<file path="src/rtl/pipelined_adder.sv">
// Pipelined adder/subtractor: each stage adds one CHUNK-bit slice and registers its carry,
// while the remaining operand bits and the finished low sum bits travel alongside the beat.
module pipelined_adder #(
    parameter int WIDTH = 32,
    parameter int CHUNK = 8
) (
    input  logic             clk,
    input  logic             rst,
    input  logic             in_valid,
    output logic             in_ready,
    input  logic [WIDTH-1:0] a,
    input  logic [WIDTH-1:0] b,
    input  logic             cin,
    input  logic             sub,
    output logic             out_valid,
    input  logic             out_ready,
    output logic [WIDTH-1:0] sum,
    output logic             cout,
    output logic             ovf
);
    localparam int STAGES = WIDTH / CHUNK;
    localparam int LAST   = STAGES - 1;

    if ((WIDTH < CHUNK) || (WIDTH % CHUNK != 0)) begin : g_bad_params
        $error("pipelined_adder: WIDTH must be a non-zero multiple of CHUNK");
    end

    // Handshake: a beat crosses an interface on a rising edge only when valid && ready.
    // The stall is global, so the whole pipe moves only when the output slot is empty or
    // being drained; in_ready is that same condition, combinationally.
    logic advance;
    assign advance  = !out_valid || out_ready;
    assign in_ready = advance;

    for (genvar k = 0; k < STAGES; k++) begin : stg
        localparam int REM = WIDTH - k * CHUNK;  // operand bits not yet added on entry
        logic [REM-1:0]         a_i;
        logic [REM-1:0]         b_i;
        logic                   c_i;
        logic                   v_i;
        logic [CHUNK:0]         add;
        logic [(k+1)*CHUNK-1:0] s_n;
        logic                   v_r;
        logic                   c_r;
        logic [(k+1)*CHUNK-1:0] s_r;

        if (k == 0) begin : g_src
            assign a_i = a;
            assign b_i = sub ? ~b : b;
            assign c_i = sub | cin;
            assign v_i = in_valid;
            assign s_n = add[CHUNK-1:0];
        end else begin : g_chain
            assign a_i = stg[k-1].g_fwd.a_r;
            assign b_i = stg[k-1].g_fwd.b_r;
            assign c_i = stg[k-1].c_r;
            assign v_i = stg[k-1].v_r;
            assign s_n = {add[CHUNK-1:0], stg[k-1].s_r};
        end

        assign add = {1'b0, a_i[CHUNK-1:0]} + {1'b0, b_i[CHUNK-1:0]} + {{CHUNK{1'b0}}, c_i};

        always_ff @(posedge clk) begin
            if (rst) begin
                v_r <= 1'b0;
                c_r <= 1'b0;
                s_r <= '0;
            end else if (advance) begin
                v_r <= v_i;
                c_r <= add[CHUNK];
                s_r <= s_n;
            end
        end

        if (k < LAST) begin : g_fwd
            logic [REM-CHUNK-1:0] a_r;
            logic [REM-CHUNK-1:0] b_r;

            always_ff @(posedge clk) begin
                if (rst) begin
                    a_r <= '0;
                    b_r <= '0;
                end else if (advance) begin
                    a_r <= a_i[REM-1:CHUNK];
                    b_r <= b_i[REM-1:CHUNK];
                end
            end
        end else begin : g_last
            logic ovf_r;

            // The top slice holds both operand sign bits and the result sign bit.
            always_ff @(posedge clk) begin
                if (rst) begin
                    ovf_r <= 1'b0;
                end else if (advance) begin
                    ovf_r <= (a_i[CHUNK-1] == b_i[CHUNK-1]) && (add[CHUNK-1] != a_i[CHUNK-1]);
                end
            end
        end
    end

    assign out_valid = stg[LAST].v_r;
    assign sum       = stg[LAST].s_r;
    assign cout      = stg[LAST].c_r;
    assign ovf       = stg[LAST].g_last.ovf_r;

endmodule

</file>
<file path="config.mk">
export PLATFORM = sky130hd
export DESIGN_NAME = pipelined_adder
export DESIGN_NICKNAME = d
export VERILOG_FILES = /design/src/rtl/pipelined_adder.sv
export SDC_FILE = /design/constraint.sdc
export NUM_CORES = 1
export LEC_CHECK = 0
export CORE_ASPECT_RATIO = 0.9
export CORE_MARGIN = 1.5
export CORE_UTILIZATION = 61
export CTS_BUF_LIST = sky130_fd_sc_hd__clkbuf_2
export DETAILED_ROUTE_END_ITERATION = 7
export PLACE_DENSITY = 0.83
export SLEW_MARGIN = 20
export SYNTH_ARGS = -nofsm -noshare
export SYNTH_HDL_FRONTEND = slang
export SYNTH_SLANG_ARGS = --single-unit
</file>
<file path="constraint.sdc">
create_clock -name clk -period 7.1 [get_ports clk]
set_clock_uncertainty 0.2 [all_clocks]
set_input_delay 1.42 -clock clk [delete_from_list [all_inputs] [get_ports clk]]
set_output_delay 1.42 -clock clk [all_outputs]
set_load 0.05 [all_outputs]
</file>
==> results of run 1 <==
per-stage QoR:
| stage | utilization (%) | hold WS [ns] | worst slack [ns] | instance area, sq um | total power, mW |
|---|---|---|---|---|---|
| after global placement | 70.1 | 0.237 | 1.95 | 8930 | 1.44 |
| after floorplan | - | 0.232 | 3.38 | 7980 | 1.35 |
| after global routing | 72.1 | 0.270 | 1.82 | 9190 | 2.08 |
| final | 72.1 | 0.247 | 1.93 | 9190 | 1.98 |
| after CTS | 72.1 | 0.260 | 1.95 | 9180 | 2.00 |
| after detailed placement | 70.1 | 0.243 | 1.95 | 8930 | 1.45 |
sequential cells by signal (all words and copies together), names as in the netlist:
signal         cells
stg.g_fwd.a_r     48
stg.g_fwd.b_r     48
stg.s_r           48
sum               32
stg.c_r            3
stg.v_r            3
cout               1
out_valid          1
ovf                1
synth_stat cells (9+ instances only):
library cell | count | area share, %
a211oi_1 | 35 | 3.3
nor2_1 | 31 | 1.5
nand3_1 | 36 | 2.3
xnor2_1 | 28 | 3.1
clkbuf_1 | 20 | 0.94
ha_1 | 28 | 4.4
buf_2 | 45 | 2.8
nand2_1 | 275 | 13
dfxtp_1 | 185 | 46
a21oi_1 | 155 | 9.7
or3_1 | 9 | 0.71
xor2_1 | 12 | 1.3
o21ai_0 | 28 | 1.8
critical path, stage by stage:
cell and delay, ns:
clkdlybuf4s50_1 0.50, nor2b_4 0.06, inv_6 0.57, clkdlybuf4s50_1 0.94
worst max path at each step:
stage | from | end | slack (ns) | cells past startpoint
after floorplan | out_ready | in_ready | 3.38 | 5
after global placement | out_ready | in_ready | 1.95 | 4
after detailed placement | out_ready | in_ready | 1.95 | 4
after CTS | out_ready | in_ready | 1.95 | 4
after global routing | out_ready | in_ready | 1.82 | 4
final | out_ready | in_ready | 1.93 | 4
report_power, final:
group / internal (mW) / total [mW] / switching (mW)
Sequential: 1.11 / 1.15 / 0.0382
Combinational: 0.130 / 0.284 / 0.154
Clock: 0.226 / 0.553 / 0.327
layer usage:
metal | share of wire, % | wire [um] | vias up | GRT usage [%]
met5 | 0 | 0 | - | 0
met4 | 0.90 | 143 | 0 | 5.52
met3 | 5.2 | 819 | 12 | 5.84
met2 | 44 | 6990 | 160 | 34.8
met1 | 50 | 7930 | 2974 | 36.1
li1 | - | - | 3425 | -
kinds of logic (layout without fill, tap and decap cells):
logic type | after synthesis | in the layout
adder cells (fa/ha/maj) | 36 | 36
AO/OA/AOI/OAI | 248 | 248
XOR/XNOR | 40 | 40
AND/OR/NAND/NOR | 386 | 386
flip-flops | 185 | 185
buffers and inverters | 78 | 148
cell type report:
class	instances	share of cell area, %
Multi-Input combinational cell	710	42.5
Sequential cell	185	40.3
Timing Repair Buffer	110	11.8
Tap cell	164	2.23
Clock inverter	10	1.68
Clock buffer	19	1.04
Inverter	9	0.422
==> results.cfg, run 1 <==
[clock_tree]
clock_sinks = 185
root_buffer = clkbuf_2
cts.path.max_buffers = 2
clk_pin_slew_ns = 0.24
hold_buffers = 0
cts-resized-gates = 0
cts_setup_buffers = 0
clkLatencyLatePin_ns = 0.72
h-tree-depth = 4
cts_buffers = 17
cts_tree = built

[worst_setup_path]
criticalPathCategory = input pin to output pin
crit_path_start_kind = input pin
reg2reg_slack_ns = 4.18
regToRegEndpoint = stg[0].s_r[4]
timing.rr.start = out_valid
critical_path_peak_fanout = 120
reg2reg_depth = 5
crit_arrival_ns = 3.55
critPathRequiredTime_ns = 5.48
setup.worst_path.end_class = output pin

[min_path]
worstHoldStart = stg[1].s_r[11]
min_path_type = flip-flop to flip-flop
whs_endpoint = stg[2].s_r[11]
hold-path-cell-count = 2

[global_routing]
grt_pass1_wl_um = 26800
grtUsageTotal_pct = 24.0
grt_pass1_vias = 5826
antenna_found_initial = 0
grt_max_degree = 121
grt_overflow = 0

[timing]
setup_viol = 0
slew_viol_final = 0
rsz0062_at_grt = false
max_freq_mhz = 193
period_minus_slack_ns = 5.17
setup-tns-final_ns = 0
slew_headroom_pct = 27.3
finalCritPeriodShare_pct = 72.9
tightest_slew_ns = 1.09
finalHoldViolCount = 0

[route]
wl_per_cell_um = 13.2
vias_per_cell = 5.44
routed_wl_um = 15900
ant_nets = 0
dr.first_iter.drc_count = 561
firstDrtPassIters = 5
drc = 0
vias = 6571

[floorplanning]
start_util_pct = 62.6
core-area_sq_mm = 0.0127
die-area_sq_mm = 0.0138
chipHeight_um = 111
fp-row-count = 39
ios = 106
die_w_um = 124

[logic_synthesis]
synth-simple-area-share_pct = 20.4
syn_area_sq_mm = 0.00798
yosys-mux-area-fraction_pct = 0
synth-xor-area-share_pct = 4.39
synth.avg_cell_area_sq_um = 8.20
syn-num-nets = 1079
async_flop_share_pct = 0
synth_compound_area_share_pct = 17.7
ys_seq_area_share_pct = 46.4
yosysWarnings = 0
ys_types = 41
ys_seq_elements = 185
ys.flop_type = dfxtp_1
synth_edf_count = 0
synthCells = 973
synth_top_family_by_area = simple AND/OR/NAND/NOR gates
synthAdderAreaFrac_pct = 6.40

[pwr]
ir_drop_v = 0.000132
leakage_nw = 3.57
powerDensity_mw_per_mm2 = 216

[layout]
n_antenna_cell = 0
layout-drive-gt1-share_pct = 3.64
final_cells = 1207
layout_common_cells = nand2_1, dfxtp_1, a21oi_1
nFillCells = 1045
final_common_cell = nand2_1
area_growth_pct = 15.2
multi_input_area_sq_mm = 0.00391
seqCellArea_sq_mm = 0.00370
nets = 1139

[place]
port_buffers = 105
dp_hpwl_um = 10300
place_inst = 1178
gp_congestion = 0.858

[outcome]
status = complete, no violations

[run]
drv_cap = 0
No activity file was read; power rests on OpenSTA's default activity.
==> run 2, diff against run 1 <==
- CORE_UTILIZATION: 61 -> 52
- PLACE_DENSITY: 0.83 -> 0.75
- clock period: 7.1 -> 4.4 ns (I/O delays scaled with it)
==> results.cfg, run 2 (synthesized netlist as in run 1, its figures left out) <==
[route]
ant_nets = 0
vias = 6504
firstDrtPassIters = 5
routed_wl_um = 16300
wl_per_cell_um = 13.1
drc = 0
dr.first_iter.drc_count = 475
vias_per_cell = 5.25

[worst_setup_path]
slowest_stage = clkdlybuf4s50_1
critPathRequiredTime_ns = 3.32
criticalPathCategory = flip-flop to output pin
critical_path_peak_fanout = 2
critical_path.top_delay_family = buffers and inverters
cpPeakStageDelay_ns = 0.83
crit_chain = clkdlybuf4s50_1
setup.worst_path.end_class = output pin
crit_buf_inv = 1
crit_arrival_ns = 1.96
crit_path_start_kind = flip-flop

[floorplanning]
start_util_pct = 53.6
die-area_sq_mm = 0.0161
chipHeight_um = 120
die_w_um = 134
core-area_sq_mm = 0.0149
ios = 106
fp-row-count = 42

[global_routing]
grt_pass1_vias = 5711
antenna_found_initial = 0
grtUsageTotal_pct = 20.8
grt_overflow = 0
grt_max_degree = 181
grt_pass1_wl_um = 27400

[clock_tree]
clkLatencyLatePin_ns = 0.70
cts-resized-gates = 0
h-tree-depth = 4
cts_setup_buffers = 0
cts_buffers = 17
hold_buffers = 0
cts.path.max_buffers = 2
clk_pin_slew_ns = 0.22
clock_sinks = 185
root_buffer = clkbuf_2
cts_tree = built

[outcome]
status = complete, no violations

[timing]
tightest_slew_ns = 0.823
finalHoldViolCount = 0
setup_slack_ns = 1.36
slew_viol_final = 0
slew_headroom_pct = 45.1
setup_viol = 0
max_freq_mhz = 329
finalCritPeriodShare_pct = 69.2
hold_slack_ns = 0.255
rsz0062_at_grt = false
period_minus_slack_ns = 3.04
setup-tns-final_ns = 0

[pwr]
leakage_nw = 3.54
powerDensity_mw_per_mm2 = 328
ir_drop_v = 0.000181

[layout]
final_cells = 1240
largestRegisters = stg.g_fwd.a_r (48), stg.g_fwd.b_r (48), stg.s_r (48)
layout_common_cells = nand2_1, dfxtp_1, a21oi_1
nets = 1140
nFillCells = 1394
final_common_cell = nand2_1
area_growth_pct = 15.1
n_antenna_cell = 0
layout-drive-gt1-share_pct = 3.74

[place]
dp_hpwl_um = 10500
gp_congestion = 0.791
port_buffers = 105
place_inst = 1213
dp_slack_ns = 1.10

[min_path]
min_path_type = flip-flop to flip-flop

[run]
drv_cap = 0
==> run 2: cell count changes in the layout (fill, tap and decap cells not counted), moves of 2 or more <==
| cell | delta |
|---|---|
| buf_12 | +3 |
| clkinv_4 | -2 |
| bufinv_16 | -3 |
| clkbuf_2 | +2 |
==> run 2: cell type report <==
cell class              instances  area, sq um  area share [%]
clock inverters                 6         55.1           0.600
well taps                     198          248            2.70
flip-flops and latches        185         3700            40.3
inverters                       9         38.8           0.423
repair buffers                111         1120            12.2
clock buffers                  21          105            1.15
multi-input cells             710         3910            42.5
==> run 2: through the flow <==
stage | cell area, sq um | util, % | total power, mW
after detailed placement | 9020 | 60.6 | 2.34
after global placement | 9020 | 60.6 | 2.33
after CTS | 9180 | 61.7 | 3.04
after global routing | 9180 | 61.7 | 3.17
final | 9180 | 61.7 | 3.01
after floorplan | 7980 | - | 2.18
==> run 2: path summary, 6_finish.rpt <==
path	depth (start not counted)	from	end	slack, ns
min reg2reg	2	stg[1].g_fwd.b_r[14]	stg[2].g_fwd.b_r[6]	0.25
max	1	sum[21]	sum[21]	1.36
min	2	stg[1].g_fwd.b_r[14]	stg[2].g_fwd.b_r[6]	0.25
max reg2reg	6	stg[2].c_r	cout	1.86
==> run 2: per-layer routing <==
metal | track usage (%) | wire length (um)
met1 | 31.2 | 8420
met4 | 4.55 | 82
met3 | 4.74 | 769
met2 | 30.5 | 7000
met5 | 0 | 0
==> run 2: report_power, final <==
group / switching [mW] / leakage [nW] / total [mW] / internal (mW)
logic: 0.248 / 1.91 / 0.460 / 0.212
clock network: 0.508 / 0.112 / 0.700 / 0.191
registers: 0.0619 / 1.52 / 1.85 / 1.79
total: 0.818 / 3.54 / 3.01 / 2.19
==> run 3, diff against run 2 <==
- CORE_UTILIZATION: 52 -> 57
- PLACE_DENSITY: 0.75 -> 0.78
- clock period: 4.4 -> 3.1 ns (I/O delays scaled with it)
==> results.cfg, run 3 (synthesized netlist as in run 1, its figures left out) <==
[timing]
hold_slack_ns = 0.129
slew_viol_final = 0
finalCritPeriodShare_pct = 92.0
setup-tns-final_ns = 0
slew_headroom_pct = 58.7
finalHoldViolCount = 0
period_minus_slack_ns = 2.85
tightest_slew_ns = 0.620
rsz0062_at_grt = false
max_freq_mhz = 351
setup_viol = 0

[clock_tree]
clkLatencyLatePin_ns = 0.78
clk_pin_slew_ns = 0.24
cts-resized-gates = 0
h-tree-depth = 4
cts.path.max_buffers = 2
clock_sinks = 185
cts_setup_buffers = 0
hold_buffers = 0
cts_tree = built
cts_buffers = 17
root_buffer = clkbuf_2

[global_routing]
antenna_found_initial = 0
grt_use_met2_pct = 34.5
grt.busiest_layer = met2
grt_overflow = 0
grtUsageTotal_pct = 23.3
met3_usage_pct = 5.30
grt_pass1_wl_um = 27400
grt_max_degree = 86
grt_pass1_vias = 5684
grt_util_met1_pct = 34.0

[layout]
fin_area_sq_mm = 0.00931
nFillCells = 1155
final_common_cell = nand2_1
final_core_util_pct = 68.9
nets = 1153
layout_common_cells = nand2_1, dfxtp_1, a21oi_1
layout-drive-gt1-share_pct = 5.47
largestRegisters = stg.g_fwd.a_r (48), stg.g_fwd.b_r (48), stg.s_r (48)
area_growth_pct = 16.7
n_antenna_cell = 0

[worst_setup_path]
critPathRequiredTime_ns = 2.28
criticalPathCategory = flip-flop to output pin
timing.rr.start = stg[2].c_r
critical_path_peak_fanout = 2
crit_path_start_kind = flip-flop
cpPeakStageDelay_ns = 0.87
critical_path.top_delay_family = buffers and inverters
crit_buf_inv = 1
crit_arrival_ns = 2.03
critical_path.startpoint = sum[19]
crit_chain = clkdlybuf4s50_1
setup.worst_path.end_class = output pin
slowest_stage = clkdlybuf4s50_1

[run]
drv_cap = 0

[pwr]
power_frac_clock_pct = 26.5
p_int_mw = 3.22
leakage_nw = 3.63
comb_power_share_pct = 14.9
ir_drop_v = 0.000363
p_seq_share_pct = 58.7
powerDensity_mw_per_mm2 = 481
switchingPower_mw = 1.26
p_sw_share_pct = 28.1

[floorplanning]
ios = 106
fp-row-count = 40
core-area_sq_mm = 0.0135
start_util_pct = 59.0
chipHeight_um = 115
die_w_um = 128
die-area_sq_mm = 0.0147

[route]
wl_per_cell_um = 13.7
firstDrtPassIters = 6
ant_nets = 0
vias_per_cell = 5.42
drc = 0
routed_wl_um = 16900
dr.first_iter.drc_count = 484
vias = 6658

[min_path]
min_path_type = input pin to flip-flop
worstHoldStart = rst

[outcome]
status = complete, no violations

[place]
dpl_cell_area_sq_mm = 0.00908
dp_hpwl_um = 11400
gp_congestion = 0.861
port_buffers = 105
## run 3: cell types whose count changed in the layout (fill, tap and decap cells not counted)
cell / before / now
buf_4: 5 / 18
clkinvlp_4: 1 / 4
bufinv_16: 1 / 2
clkbuf_2: 21 / 20
clkinv_1: 2 / 1
clkinv_2: 2 / 3
clkinv_4: 0 / 1
inv_6: 1 / 2
## run 3: layout make-up
type                            instances  area, sq um  area share [%]
Clock inverter                         12          126            1.36
Sequential cell                       185         3700            39.8
Clock buffer                           20          100            1.08
Tap cell                              168          210            2.26
Timing Repair Buffer                  124         1220            13.1
Inverter                                9         38.8           0.417
Multi-Input combinational cell        710         3910            42.0
## run 3: path summary, 6_finish.rpt
path                                            end  slack (ns)  cells past startpoint
worst max-delay path                        sum[19]        0.25                      1
worst min register to register               sum[3]        0.26                      2
worst max register to register                 cout        0.61                      6
worst min-delay path            stg[0].g_fwd.a_r[6]        0.13                      2
## run 3: power by group through the flow
stage / clock network, mW / registers [mW] / logic, mW
after detailed placement: 0 / 2.67 / 0.662
final: 1.18 / 2.63 / 0.667
after global routing: 1.32 / 2.65 / 0.736
after global placement: 0 / 2.67 / 0.648
after CTS: 1.22 / 2.63 / 0.666
after floorplan: 0 / 2.71 / 0.388
## run 3: routing by layer
layer | vias up | wire, um
li1 | 3456 | -
met1 | 3018 | 8520
met2 | 156 | 7200
met3 | 28 | 903
met4 | 0 | 266
met5 | - | 0
## run 3: worst reg2reg max path, delay by kind of cell, from the launching register on
| kind | cells | cell delay, ns |
|---|---|---|
| adders and majority gates | 2 | 0.93 |
| AOI/OAI and AO/OA | 3 | 0.72 |
| DFF | 1 | 0.38 |
| and+or+nand+nor | 1 | 0.19 |
## run 3: stage by stage
stage	power, mW	worst slack, ns	instances
floorplan	3.10	0.203	973
global placement	3.32	0.106	1196
detailed placement	3.33	0.0421	1196
CTS	4.51	0.187	1228
global route	4.70	0.121	1228
finish	4.48	0.248	1228
